**config.mk**
```make
export PLATFORM = sky130hd
export DESIGN_NAME = tri_setup_flat
export DESIGN_NICKNAME = d
export VERILOG_FILES = /design/src/rtl/tri_setup_pkg.sv /design/src/rtl/tri_setup_if.sv /design/src/rtl/tri_setup_bbox.sv /design/src/rtl/tri_setup.sv /design/src/flat_wrapper.sv
export SDC_FILE = /design/constraint.sdc
export NUM_CORES = 2
export LEC_CHECK = 0
export BUFFER_PORTS_ARGS = -buffer_cell sky130_fd_sc_hd__buf_4
export CORE_AREA = 4 4 482 365
export DETAILED_ROUTE_END_ITERATION = 16
export DIE_AREA = 0 0 486 369
export GPL_TIMING_DRIVEN = 1
export PLACE_DENSITY_LB_ADDON = 0.25
export SLEW_MARGIN = 20
export SYNTH_ARGS = -nofsm -noshare
export SYNTH_HDL_FRONTEND = slang
export SYNTH_SLANG_ARGS = --single-unit
```
**constraint.sdc**
```tcl
create_clock -name clk -period 33.6 [get_ports clk]
set_input_delay 10.08 -clock clk [delete_from_list [all_inputs] [get_ports clk]]
set_output_delay 10.08 -clock clk [all_outputs]
set_load 0.02 [all_outputs]
```
**src/rtl/tri_setup_pkg.sv**
```systemverilog
// Shared widths, vertex field layout, FSM encodings and small helpers for the
// triangle setup stage.
package tri_setup_pkg;

    localparam int COORD_W = 16;
    localparam int VTX_W   = 3 * COORD_W;
    localparam int TRI_W   = 9 * COORD_W;
    localparam int X_OFF   = 0;
    localparam int Y_OFF   = COORD_W;
    localparam int Z_OFF   = 2 * COORD_W;

    localparam int AB_W    = COORD_W + 1;
    localparam int PROD_W  = 2 * COORD_W;
    localparam int C_W     = 2 * COORD_W + 1;
    localparam int AREA_W  = 2 * COORD_W + 3;

    typedef logic signed [COORD_W-1:0] coord_t;
    typedef logic signed [AB_W-1:0]    ab_t;
    typedef logic signed [PROD_W-1:0]  prod_t;
    typedef logic signed [C_W-1:0]     c_t;
    typedef logic signed [AREA_W-1:0]  area_t;

    localparam logic [2:0] ST_IDLE  = 3'd0;
    localparam logic [2:0] ST_SETUP = 3'd1;
    localparam logic [2:0] ST_MUL   = 3'd2;
    localparam logic [2:0] ST_SUM   = 3'd3;
    localparam logic [2:0] ST_OUT   = 3'd4;
    localparam logic [2:0] ST_REARM = 3'd5;

    localparam logic [2:0] STEP_LAST = 3'd5;

    function automatic coord_t field(input logic [TRI_W-1:0] w, input int vtx, input int off);
        return w[vtx*VTX_W + off +: COORD_W];
    endfunction

    function automatic coord_t min3(input coord_t a, input coord_t b, input coord_t c);
        coord_t m;
        m = (a < b) ? a : b;
        return (c < m) ? c : m;
    endfunction

    function automatic coord_t max3(input coord_t a, input coord_t b, input coord_t c);
        coord_t m;
        m = (a > b) ? a : b;
        return (c > m) ? c : m;
    endfunction

    function automatic ab_t sx_ab(input coord_t v);
        return {v[COORD_W-1], v};
    endfunction

    function automatic c_t sx_c(input prod_t v);
        return {v[PROD_W-1], v};
    endfunction

    function automatic area_t sx_area(input c_t v);
        return {{2{v[C_W-1]}}, v};
    endfunction

endpackage

```
**src/rtl/tri_setup_if.sv**
```systemverilog
// Deserializer/rasterizer-facing bundle of the triangle setup stage.
interface tri_setup_if;
    import tri_setup_pkg::*;

    logic               sipo_done;
    logic [TRI_W-1:0]   tri_in;
    logic               valid_data;
    logic               out_valid;
    logic               out_ready;
    coord_t             xmin, xmax, ymin, ymax;
    ab_t                a0, a1, a2, b0, b1, b2;
    c_t                 c0, c1, c2;
    area_t              area2;
    coord_t             z0, z1, z2;
    logic [7:0]         drop_cnt;

    modport master (
        output sipo_done, tri_in, out_ready,
        input  valid_data, out_valid, xmin, xmax, ymin, ymax,
               a0, a1, a2, b0, b1, b2, c0, c1, c2, area2, z0, z1, z2, drop_cnt
    );

    modport slave (
        input  sipo_done, tri_in, out_ready,
        output valid_data, out_valid, xmin, xmax, ymin, ymax,
               a0, a1, a2, b0, b1, b2, c0, c1, c2, area2, z0, z1, z2, drop_cnt
    );

endinterface

```
**src/rtl/tri_setup_bbox.sv**
```systemverilog
// Combinational signed three-way min/max of the vertex x and y coordinates.
module tri_bbox
    import tri_setup_pkg::*;
(
    input  coord_t x0_i,
    input  coord_t x1_i,
    input  coord_t x2_i,
    input  coord_t y0_i,
    input  coord_t y1_i,
    input  coord_t y2_i,
    output coord_t xmin_o,
    output coord_t xmax_o,
    output coord_t ymin_o,
    output coord_t ymax_o
);

    assign xmin_o = min3(x0_i, x1_i, x2_i);
    assign xmax_o = max3(x0_i, x1_i, x2_i);
    assign ymin_o = min3(y0_i, y1_i, y2_i);
    assign ymax_o = max3(y0_i, y1_i, y2_i);

endmodule

```
**src/rtl/tri_setup.sv**
```systemverilog
// Triangle setup: bounding box, edge coefficients and doubled signed area from
// one captured triangle, using a single multiplier time-shared over six cycles.
module tri_setup
    import tri_setup_pkg::*;
(
    input  logic        clk,
    input  logic        rst,
    tri_setup_if.slave  bus
);

    logic [2:0] state_q, state_d;
    logic [2:0] step_q;

    coord_t fx[3], fy[3], fz[3];
    coord_t x_q[3], y_q[3], z_q[3];
    ab_t    a_w[3], b_w[3], a_q[3], b_q[3];
    coord_t bb_w[4], bb_q[4];
    c_t     c_q[3];
    coord_t mul_a, mul_b;
    prod_t  prod_w, prod_q;
    c_t     diff_w;
    area_t  area_w;

    coord_t     bb_out_q[4];
    ab_t        a_out_q[3], b_out_q[3];
    c_t         c_out_q[3];
    coord_t     z_out_q[3];
    area_t      area_out_q;
    logic [7:0] drop_q;

    generate
        for (genvar gi = 0; gi < 3; gi++) begin : g_vtx
            assign fx[gi]  = field(bus.tri_in, gi, X_OFF);
            assign fy[gi]  = field(bus.tri_in, gi, Y_OFF);
            assign fz[gi]  = field(bus.tri_in, gi, Z_OFF);
            // Edge gi runs from vertex gi to vertex (gi+1)%3.
            assign a_w[gi] = sx_ab(y_q[gi]) - sx_ab(y_q[(gi+1)%3]);
            assign b_w[gi] = sx_ab(x_q[(gi+1)%3]) - sx_ab(x_q[gi]);
        end
    endgenerate

    tri_bbox u_bbox (
        .x0_i   (x_q[0]),
        .x1_i   (x_q[1]),
        .x2_i   (x_q[2]),
        .y0_i   (y_q[0]),
        .y1_i   (y_q[1]),
        .y2_i   (y_q[2]),
        .xmin_o (bb_w[0]),
        .xmax_o (bb_w[1]),
        .ymin_o (bb_w[2]),
        .ymax_o (bb_w[3])
    );

    // Even steps produce xa*yb, odd steps xb*ya; the pair difference is Ck.
    always_comb begin
        mul_a = x_q[0];
        mul_b = y_q[1];
        case (step_q)
            3'd1:    begin mul_a = x_q[1]; mul_b = y_q[0]; end
            3'd2:    begin mul_a = x_q[1]; mul_b = y_q[2]; end
            3'd3:    begin mul_a = x_q[2]; mul_b = y_q[1]; end
            3'd4:    begin mul_a = x_q[2]; mul_b = y_q[0]; end
            3'd5:    begin mul_a = x_q[0]; mul_b = y_q[2]; end
            default: ;
        endcase
    end

    assign prod_w = mul_a * mul_b;
    assign diff_w = sx_c(prod_q) - sx_c(prod_w);
    assign area_w = sx_area(c_q[0]) + sx_area(c_q[1]) + sx_area(c_q[2]);

    always_comb begin
        state_d = state_q;
        case (state_q)
            ST_IDLE:  if (bus.sipo_done) state_d = ST_SETUP;
            ST_SETUP: state_d = ST_MUL;
            ST_MUL:   if (step_q == STEP_LAST) state_d = ST_SUM;
            ST_SUM:   state_d = (area_w == '0) ? ST_REARM : ST_OUT;
            ST_OUT:   if (bus.out_ready) state_d = ST_REARM;
            ST_REARM: state_d = ST_IDLE;
            default:  state_d = ST_IDLE;
        endcase
    end

    always_ff @(posedge clk or posedge rst) begin
        if (rst) begin
            state_q    <= ST_IDLE;
            step_q     <= '0;
            prod_q     <= '0;
            area_out_q <= '0;
            drop_q     <= '0;
            for (int i = 0; i < 3; i++) begin
                x_q[i]     <= '0;
                y_q[i]     <= '0;
                z_q[i]     <= '0;
                a_q[i]     <= '0;
                b_q[i]     <= '0;
                c_q[i]     <= '0;
                a_out_q[i] <= '0;
                b_out_q[i] <= '0;
                c_out_q[i] <= '0;
                z_out_q[i] <= '0;
            end
            for (int i = 0; i < 4; i++) begin
                bb_q[i]     <= '0;
                bb_out_q[i] <= '0;
            end
        end else begin
            state_q <= state_d;
            if (state_q == ST_IDLE && bus.sipo_done) begin
                x_q <= fx;
                y_q <= fy;
                z_q <= fz;
            end
            if (state_q == ST_SETUP) begin
                a_q    <= a_w;
                b_q    <= b_w;
                bb_q   <= bb_w;
                step_q <= '0;
            end
            if (state_q == ST_MUL) begin
                step_q <= step_q + 3'd1;
                if (!step_q[0]) begin
                    prod_q <= prod_w;
                end else begin
                    case (step_q[2:1])
                        2'd0:    c_q[0] <= diff_w;
                        2'd1:    c_q[1] <= diff_w;
                        default: c_q[2] <= diff_w;
                    endcase
                end
            end
            // Results only reach the outputs for non-degenerate triangles.
            if (state_q == ST_SUM) begin
                if (area_w == '0) begin
                    if (drop_q != 8'hFF) drop_q <= drop_q + 8'd1;
                end else begin
                    bb_out_q   <= bb_q;
                    a_out_q    <= a_q;
                    b_out_q    <= b_q;
                    c_out_q    <= c_q;
                    z_out_q    <= z_q;
                    area_out_q <= area_w;
                end
            end
        end
    end

    assign bus.out_valid  = (state_q == ST_OUT);
    assign bus.valid_data = (state_q == ST_REARM);
    assign bus.xmin       = bb_out_q[0];
    assign bus.xmax       = bb_out_q[1];
    assign bus.ymin       = bb_out_q[2];
    assign bus.ymax       = bb_out_q[3];
    assign bus.a0         = a_out_q[0];
    assign bus.a1         = a_out_q[1];
    assign bus.a2         = a_out_q[2];
    assign bus.b0         = b_out_q[0];
    assign bus.b1         = b_out_q[1];
    assign bus.b2         = b_out_q[2];
    assign bus.c0         = c_out_q[0];
    assign bus.c1         = c_out_q[1];
    assign bus.c2         = c_out_q[2];
    assign bus.area2      = area_out_q;
    assign bus.z0         = z_out_q[0];
    assign bus.z1         = z_out_q[1];
    assign bus.z2         = z_out_q[2];
    assign bus.drop_cnt   = drop_q;

endmodule

```
**src/flat_wrapper.sv**
```systemverilog
// flat-port wrapper written by rule: the top's interface ports become plain ports
module tri_setup_flat import tri_setup_pkg::*;
  (clk, rst, bus_sipo_done, bus_tri_in, bus_out_ready, bus_valid_data, bus_out_valid, bus_xmin, bus_xmax, bus_ymin, bus_ymax, bus_a0, bus_a1, bus_a2, bus_b0, bus_b1, bus_b2, bus_c0, bus_c1, bus_c2, bus_area2, bus_z0, bus_z1, bus_z2, bus_drop_cnt);
  tri_setup_if bus_i ();
  input  logic clk;
  input  logic rst;
  input wire logic [$bits(bus_i.sipo_done)-1:0] bus_sipo_done;
  input wire logic [$bits(bus_i.tri_in)-1:0] bus_tri_in;
  input wire logic [$bits(bus_i.out_ready)-1:0] bus_out_ready;
  output wire logic [$bits(bus_i.valid_data)-1:0] bus_valid_data;
  output wire logic [$bits(bus_i.out_valid)-1:0] bus_out_valid;
  output wire logic [$bits(bus_i.xmin)-1:0] bus_xmin;
  output wire logic [$bits(bus_i.xmax)-1:0] bus_xmax;
  output wire logic [$bits(bus_i.ymin)-1:0] bus_ymin;
  output wire logic [$bits(bus_i.ymax)-1:0] bus_ymax;
  output wire logic [$bits(bus_i.a0)-1:0] bus_a0;
  output wire logic [$bits(bus_i.a1)-1:0] bus_a1;
  output wire logic [$bits(bus_i.a2)-1:0] bus_a2;
  output wire logic [$bits(bus_i.b0)-1:0] bus_b0;
  output wire logic [$bits(bus_i.b1)-1:0] bus_b1;
  output wire logic [$bits(bus_i.b2)-1:0] bus_b2;
  output wire logic [$bits(bus_i.c0)-1:0] bus_c0;
  output wire logic [$bits(bus_i.c1)-1:0] bus_c1;
  output wire logic [$bits(bus_i.c2)-1:0] bus_c2;
  output wire logic [$bits(bus_i.area2)-1:0] bus_area2;
  output wire logic [$bits(bus_i.z0)-1:0] bus_z0;
  output wire logic [$bits(bus_i.z1)-1:0] bus_z1;
  output wire logic [$bits(bus_i.z2)-1:0] bus_z2;
  output wire logic [$bits(bus_i.drop_cnt)-1:0] bus_drop_cnt;
  assign bus_i.sipo_done = bus_sipo_done;
  assign bus_i.tri_in = bus_tri_in;
  assign bus_i.out_ready = bus_out_ready;
  assign bus_valid_data = bus_i.valid_data;
  assign bus_out_valid = bus_i.out_valid;
  assign bus_xmin = bus_i.xmin;
  assign bus_xmax = bus_i.xmax;
  assign bus_ymin = bus_i.ymin;
  assign bus_ymax = bus_i.ymax;
  assign bus_a0 = bus_i.a0;
  assign bus_a1 = bus_i.a1;
  assign bus_a2 = bus_i.a2;
  assign bus_b0 = bus_i.b0;
  assign bus_b1 = bus_i.b1;
  assign bus_b2 = bus_i.b2;
  assign bus_c0 = bus_i.c0;
  assign bus_c1 = bus_i.c1;
  assign bus_c2 = bus_i.c2;
  assign bus_area2 = bus_i.area2;
  assign bus_z0 = bus_i.z0;
  assign bus_z1 = bus_i.z1;
  assign bus_z2 = bus_i.z2;
  assign bus_drop_cnt = bus_i.drop_cnt;
  tri_setup u_core (.clk(clk), .rst(rst), .bus(bus_i));
endmodule
```
Yosys cells after proc, flatten, opt, wreduce, memory -nomap -nowiden
Index checks and enable logic that the tools add are counted.
Storage, ports and cells
  input port bits: 148
  register bits after elaboration: 803
  logic and storage cells: 115
Cells by class
  multiply operators: 1
  muxes and demuxes: 17
  reduce and logical (&&, ||, !) cells: 17
  order comparisons: 8
  add/sub/neg operators: 11
  bitwise operators: 3
  eq/ne operators: 15
Operator list (number)
  2-to-1 mux 16 bit: 8
  subtractor 16 x 16 -> 17 bit: 6
  greater-than comparator 16 bit: 4
  less-than comparator 16 bit: 4
  case mux 16 bit (2 select lines): 2
  adder 34 x 33 -> 35 bit: 1
  zero test 35 bit: 1
  adder 33 x 33 -> 34 bit: 1
  subtractor 32 x 32 -> 33 bit: 1
  multiplier 16 x 16 -> 32 bit: 1
  2-to-1 mux 3 bit: 5
  case mux 3 bit (5 select lines): 1
  AND reduction 3 bit: 5
  equality test 3 x 2 -> 1 bit, second input constant: 4
  equality test 3 bit, second input constant: 4
  OR reduction 2 bit: 5
  adder 8 x 1 -> 8 bit, second input constant: 1
  inequality test 8 bit, second input constant: 1
  equality test 3 x 1 -> 1 bit, second input constant: 2
  inequality test 2 bit, second input constant: 2
  AND reduction 2 bit: 2
  adder 3 x 1 -> 3 bit, second input constant: 1
  zero test 3 bit: 1
  inverter 1 bit: 3
  other kinds (6): 6

Logic depth before layout (Yosys ltp)
  word-level depth: 5
  depth in mapped cells: 49
  mapped depth without buffers: 47

Cells and area by module
From an unflattened synthesis, not the netlist that was laid out.
Second synthesis, totals
  cell total of the unflattened synthesis: 5060
  area total of the unflattened synthesis: 52386.5 um^2
By module, submodules not included
  tri_setup: cells each 4583, instances 1, area an instance 48586.6 um^2, seq. area each 20094.3 um^2
  tri_bbox: cells each 477, instances 1, area an instance 3799.9 um^2, seq. area each 0.0 um^2

Least setup slack after synthesis
OpenSTA, ideal clock, no wires.
  path type: input -> register
  start: input bus_sipo_done
  end: register u_core.z_q[15] in the netlist's numbering
  stages: 5
  arrival: 11348 ps
  library setup time: 125 ps
  slack: 22127 ps
  path through: and3_1 -> clkbuf_1 -> clkbuf_1 -> buf_1 -> mux2_2
Between the ends
  cells in the longest elaborated chain, start to end: 1
Ends and longest elaborated chain
  start: declaration: line flat_wrapper.sv:7  | input wire logic [$bits(bus_i.sipo_done)-1:0] bus_sipo_done;
  logical AND 1 bit: line tri_setup.sv:111  | if (state_q == ST_IDLE && bus.sipo_done) begin
  end signal: assignment: line tri_setup.sv:114  | z_q <= fz;
  end: declaration: line tri_setup.sv:15  | coord_t x_q[3], y_q[3], z_q[3];
Every way passes these cells.
A chain may end at the register's enable or synchronous reset.

==> run_summary.xml <==
<?xml version="1.0" encoding="UTF-8"?>
<metrics>
  <group name="outcome">
    <metric name="run_status" unit="">finished, final reports clean</metric>
  </group>
  <group name="critical_path">
    <metric name="max_stage_delay" unit="ns">0.76</metric>
    <metric name="r2r_start" unit="">u_core.step_q[1]</metric>
    <metric name="critPathLaunch" unit="">rst</metric>
    <metric name="crit_path_max_fanout" unit="">103</metric>
    <metric name="end_kind" unit="">async pin</metric>
    <metric name="critPathKind" unit="">in -&gt; async</metric>
    <metric name="worstPathCellList" unit="">buf_4 -&gt; inv_8 -&gt; buf_4 -&gt; buf_4 -&gt; buf_6</metric>
    <metric name="critical_path.n_buffers_inverters" unit="">5</metric>
    <metric name="worst_path_dominant_cell_family" unit="">buffers and inverters</metric>
    <metric name="crit_path_slowest_cell" unit="">buf_4</metric>
    <metric name="timing.critical_path.from_type" unit="">primary input</metric>
    <metric name="worstPathArrival" unit="ns">13.03</metric>
    <metric name="crit_path_frequent_cell" unit="">buf_4</metric>
    <metric name="required" unit="ns">34.34</metric>
  </group>
  <group name="clock_tree">
    <metric name="clk-insertion-delay-late" unit="ns">0.71</metric>
    <metric name="htree_num_levels" unit="">3</metric>
    <metric name="clk_pin_slew_worst_paths" unit="ns">0.06</metric>
    <metric name="clkSinkCount" unit="">803</metric>
    <metric name="root_buffer" unit="">clkbuf_16</metric>
    <metric name="tritoncts_clock_tree" unit="">done</metric>
    <metric name="number_of_cells_upsized_or_downsized_after_cts" unit="">0</metric>
    <metric name="postCtsSetupRepairBufs" unit="">0</metric>
    <metric name="cts.path.max_buffers" unit="">3</metric>
    <metric name="cts_inserted_buffers" unit="">89</metric>
    <metric name="cts_hold_repair.buffers" unit="">0</metric>
  </group>
  <group name="layout">
    <metric name="drive_above_1_share" unit="%">19.6</metric>
    <metric name="area_delta_synth_final" unit="%">18.2</metric>
    <metric name="n_fill_cell" unit="">17400</metric>
    <metric name="regArea" unit="um2">20100</metric>
    <metric name="finish.net_count" unit="">6159</metric>
    <metric name="multiInputGateArea" unit="um2">28300</metric>
  </group>
  <group name="hold_path">
    <metric name="min-delay-path-class" unit="">reg -&gt; reg</metric>
    <metric name="worstHoldStart" unit="">u_core.a_q[46]</metric>
  </group>
  <group name="logic_synthesis">
    <metric name="synthMostInstantiatedCell" unit="">dfrtp_1</metric>
    <metric name="avgSynthCellArea" unit="um2">10.3</metric>
    <metric name="post_synth_num_cell_types" unit="">88</metric>
    <metric name="yosys_register_bits" unit="">803</metric>
    <metric name="synthTopCellsByCount" unit="">dfrtp_1 (803), nand2_1 (629), inv_1 (509)</metric>
    <metric name="synth_cells" unit="">4969</metric>
    <metric name="warnings_synthesis" unit="">0</metric>
    <metric name="synthDominantCellAreaShare" unit="%">39.4</metric>
    <metric name="async_reset_ff_share" unit="%">100</metric>
    <metric name="syn-num-nets" unit="">5723</metric>
    <metric name="proportion_of_synthesized_chip_area_in_sequential_cells" unit="%">39.4</metric>
    <metric name="yosysTopAreaCell" unit="">dfrtp_1</metric>
    <metric name="ys.flop_type" unit="">dfrtp_1</metric>
    <metric name="synthesis.area" unit="um2">51000</metric>
    <metric name="yosys-top-cells-area" unit="">dfrtp_1 (39%), fa_1 (12%), ha_1 (7.4%), mux2_2 (7.3%), nand2_1 (4.6%)</metric>
    <metric name="synth-edff-count" unit="">0</metric>
  </group>
  <group name="die">
    <metric name="rows" unit="">132</metric>
    <metric name="io_pins" unit="">506</metric>
    <metric name="floorplan.die_area" unit="um2">179000</metric>
    <metric name="die_height" unit="um">369</metric>
    <metric name="start_util" unit="%">29.8</metric>
    <metric name="dieWidth" unit="um">486</metric>
    <metric name="coreArea" unit="um2">171000</metric>
  </group>
  <group name="sta">
    <metric name="layout_worst_path_cycle_share" unit="%">36.6</metric>
    <metric name="max_freq" unit="MHz">81.3</metric>
    <metric name="setup_tns" unit="ns">0</metric>
    <metric name="count_of_final_hold_check_violations" unit="">0</metric>
    <metric name="setup_viol_count_final" unit="">0</metric>
    <metric name="max_slew.worst_pin.slew" unit="ns">1.16</metric>
    <metric name="rsz_0062_raised_after_global_routing" unit="">false</metric>
    <metric name="fin_clk_skew" unit="ns">0.0548</metric>
    <metric name="max-slew-margin-rel" unit="%">22.4</metric>
    <metric name="maxSlewViolCount" unit="">0</metric>
    <metric name="min_clock_period_post_route" unit="ns">12.29</metric>
  </group>
  <group name="placed_design">
    <metric name="buffer_ports.inserted" unit="">505</metric>
    <metric name="globalplace.congestion" unit="">0.908</metric>
    <metric name="post-dp-hpwl" unit="um">126000</metric>
  </group>
  <group name="drt">
    <metric name="totalWireLength" unit="um">162000</metric>
    <metric name="route.vias.total" unit="">37600</metric>
    <metric name="number_of_design_rule_violations_left_after_detail_routing" unit="">0</metric>
    <metric name="drtAntennaViolNets" unit="">0</metric>
    <metric name="avgRoutedWirePerCell" unit="um">20.9</metric>
    <metric name="dr.pass1.iters" unit="">5</metric>
    <metric name="detail_route.iter0.violations" unit="">2539</metric>
    <metric name="detail_route.vias_per_cell" unit="">4.85</metric>
  </group>
  <group name="global_route">
    <metric name="first_pass_grt_wire_length" unit="um">247000</metric>
    <metric name="grt_use_total" unit="%">17.9</metric>
    <metric name="via_count_of_the_first_global_routing_pass" unit="">38200</metric>
    <metric name="initial_antenna_violation_count" unit="">5</metric>
    <metric name="maximum_number_of_pins_on_one_net_before_global_route_repair" unit="">147</metric>
    <metric name="global_route.overflow_total" unit="">0</metric>
  </group>
  <group name="flow_run">
    <metric name="cap_violations" unit="">0</metric>
  </group>
</metrics>
-- area by class of cell --
class	instances	share of cell area, %
timing repair buffer	546	6.88
clock inverter	44	0.896
antenna	2	0.00830
clock buffer	116	4.09
multi-input combinational	3456	46.9
sequential	803	33.3
tap	2278	4.72
inverter	509	3.18
-- cell families after synthesis --
| kind of cell | after synthesis | share of synthesized area, % |
|---|---|---|
| buffers and inverters | 710 | 5.33 |
| adders and majority gates | 614 | 19.5 |
| AOI/OAI and AO/OA | 918 | 11.1 |
| DFF | 803 | 39.4 |
| xor gates and xnor gates | 126 | 2.16 |
| muxes | 540 | 11.8 |
| and+or+nand+nor | 1258 | 10.8 |
-- layout by cell type (no fill, tap or decap), drive strengths merged, types with 23 or more instances in the layout --
cell | synthesis | layout
a211oi | 23 | 23
nand2b | 45 | 45
ha | 303 | 303
nor3 | 39 | 39
buf | 53 | 546
and2 | 37 | 37
o21ai | 366 | 366
a22oi | 32 | 32
fa | 303 | 303
nand3 | 33 | 33
nand2 | 629 | 629
a21o | 67 | 67
clkbuf | 148 | 116
dfrtp | 803 | 803
a21oi | 198 | 198
mux2 | 473 | 473
xnor2 | 83 | 83
inv | 509 | 513
mux2i | 67 | 67
clkinv | 0 | 30
nor2b | 36 | 36
o31ai | 60 | 60
a21boi | 39 | 39
xor2 | 43 | 43
nand4 | 33 | 33
and3 | 41 | 41
nor2 | 303 | 303
-- state kept, by name (all words and copies together) (netlist names), 32 cells and up --
| signal | count |
|---|---|
| u_core.a_q | 51 |
| u_core.b_q | 51 |
| u_core.bb_q | 64 |
| u_core.bus.area2 | 35 |
| u_core.bus.c0 | 33 |
| u_core.bus.c1 | 33 |
| u_core.bus.c2 | 33 |
| u_core.c_q | 99 |
| u_core.prod_q | 32 |
| u_core.x_q | 48 |
| u_core.y_q | 48 |
| u_core.z_q | 48 |
-- worst register-to-register path: cells and delay by family (launching register included) --
family / cells / cell delay [ns]
multiplexers: 1 / 0.28
adder cells (fa/ha/maj): 12 / 4.79
flip-flops: 1 / 0.46
XOR/XNOR: 2 / 0.40
buffers and inverters: 5 / 0.32
AO/OA/AOI/OAI: 14 / 2.97
AND/OR/NAND/NOR: 11 / 2.95
-- per-stage QoR --
| step | setup slack [ns] | cell area, um2 | std cells | utilization, % | hold slack [ns] |
|---|---|---|---|---|---|
| 6_report | 21.31 | 60300 | 7754 | 35.2 | 0.475 |
| 3_5_place_dp | 20.02 | 57300 | 7591 | 33.4 | 0.468 |
| 2_1_floorplan | 0.969 | 51000 | 4969 | - | 0.443 |
| 4_1_cts | 20.79 | 60300 | 7751 | 35.2 | 0.481 |
| 5_1_grt | 20.62 | 60300 | 7752 | 35.2 | 0.496 |
| 3_3_place_gp | 20.04 | 57300 | 7591 | 33.4 | 0.461 |
-- routing by layer --
metal  vias to the layer above  wire length (um)  GRT usage (%)
li1                      17700                 -              -
met3                       135              8480           3.11
met1                     18900             76500           25.4
met2                       855             74000           28.7
met5                         -                 0              0
met4                         0              2950           3.52
-- worst paths after layout --
kind,to,slack (ns),depth (start not counted)
hold / removal,u_core.a_q[46],0.48,2
setup reg to reg,u_core.c_q[97],21.33,45
setup / recovery,u_core.bus.a2[5],21.31,5
min in group asynchronous,u_core.bus.xmax[1],9.52,2
max in group clk,u_core.c_q[97],21.33,45
hold reg to reg,u_core.a_q[46],0.48,2
Power is not shown: default switching activity piles up to over one toggle a cycle in this logic, so the estimate is an artifact.
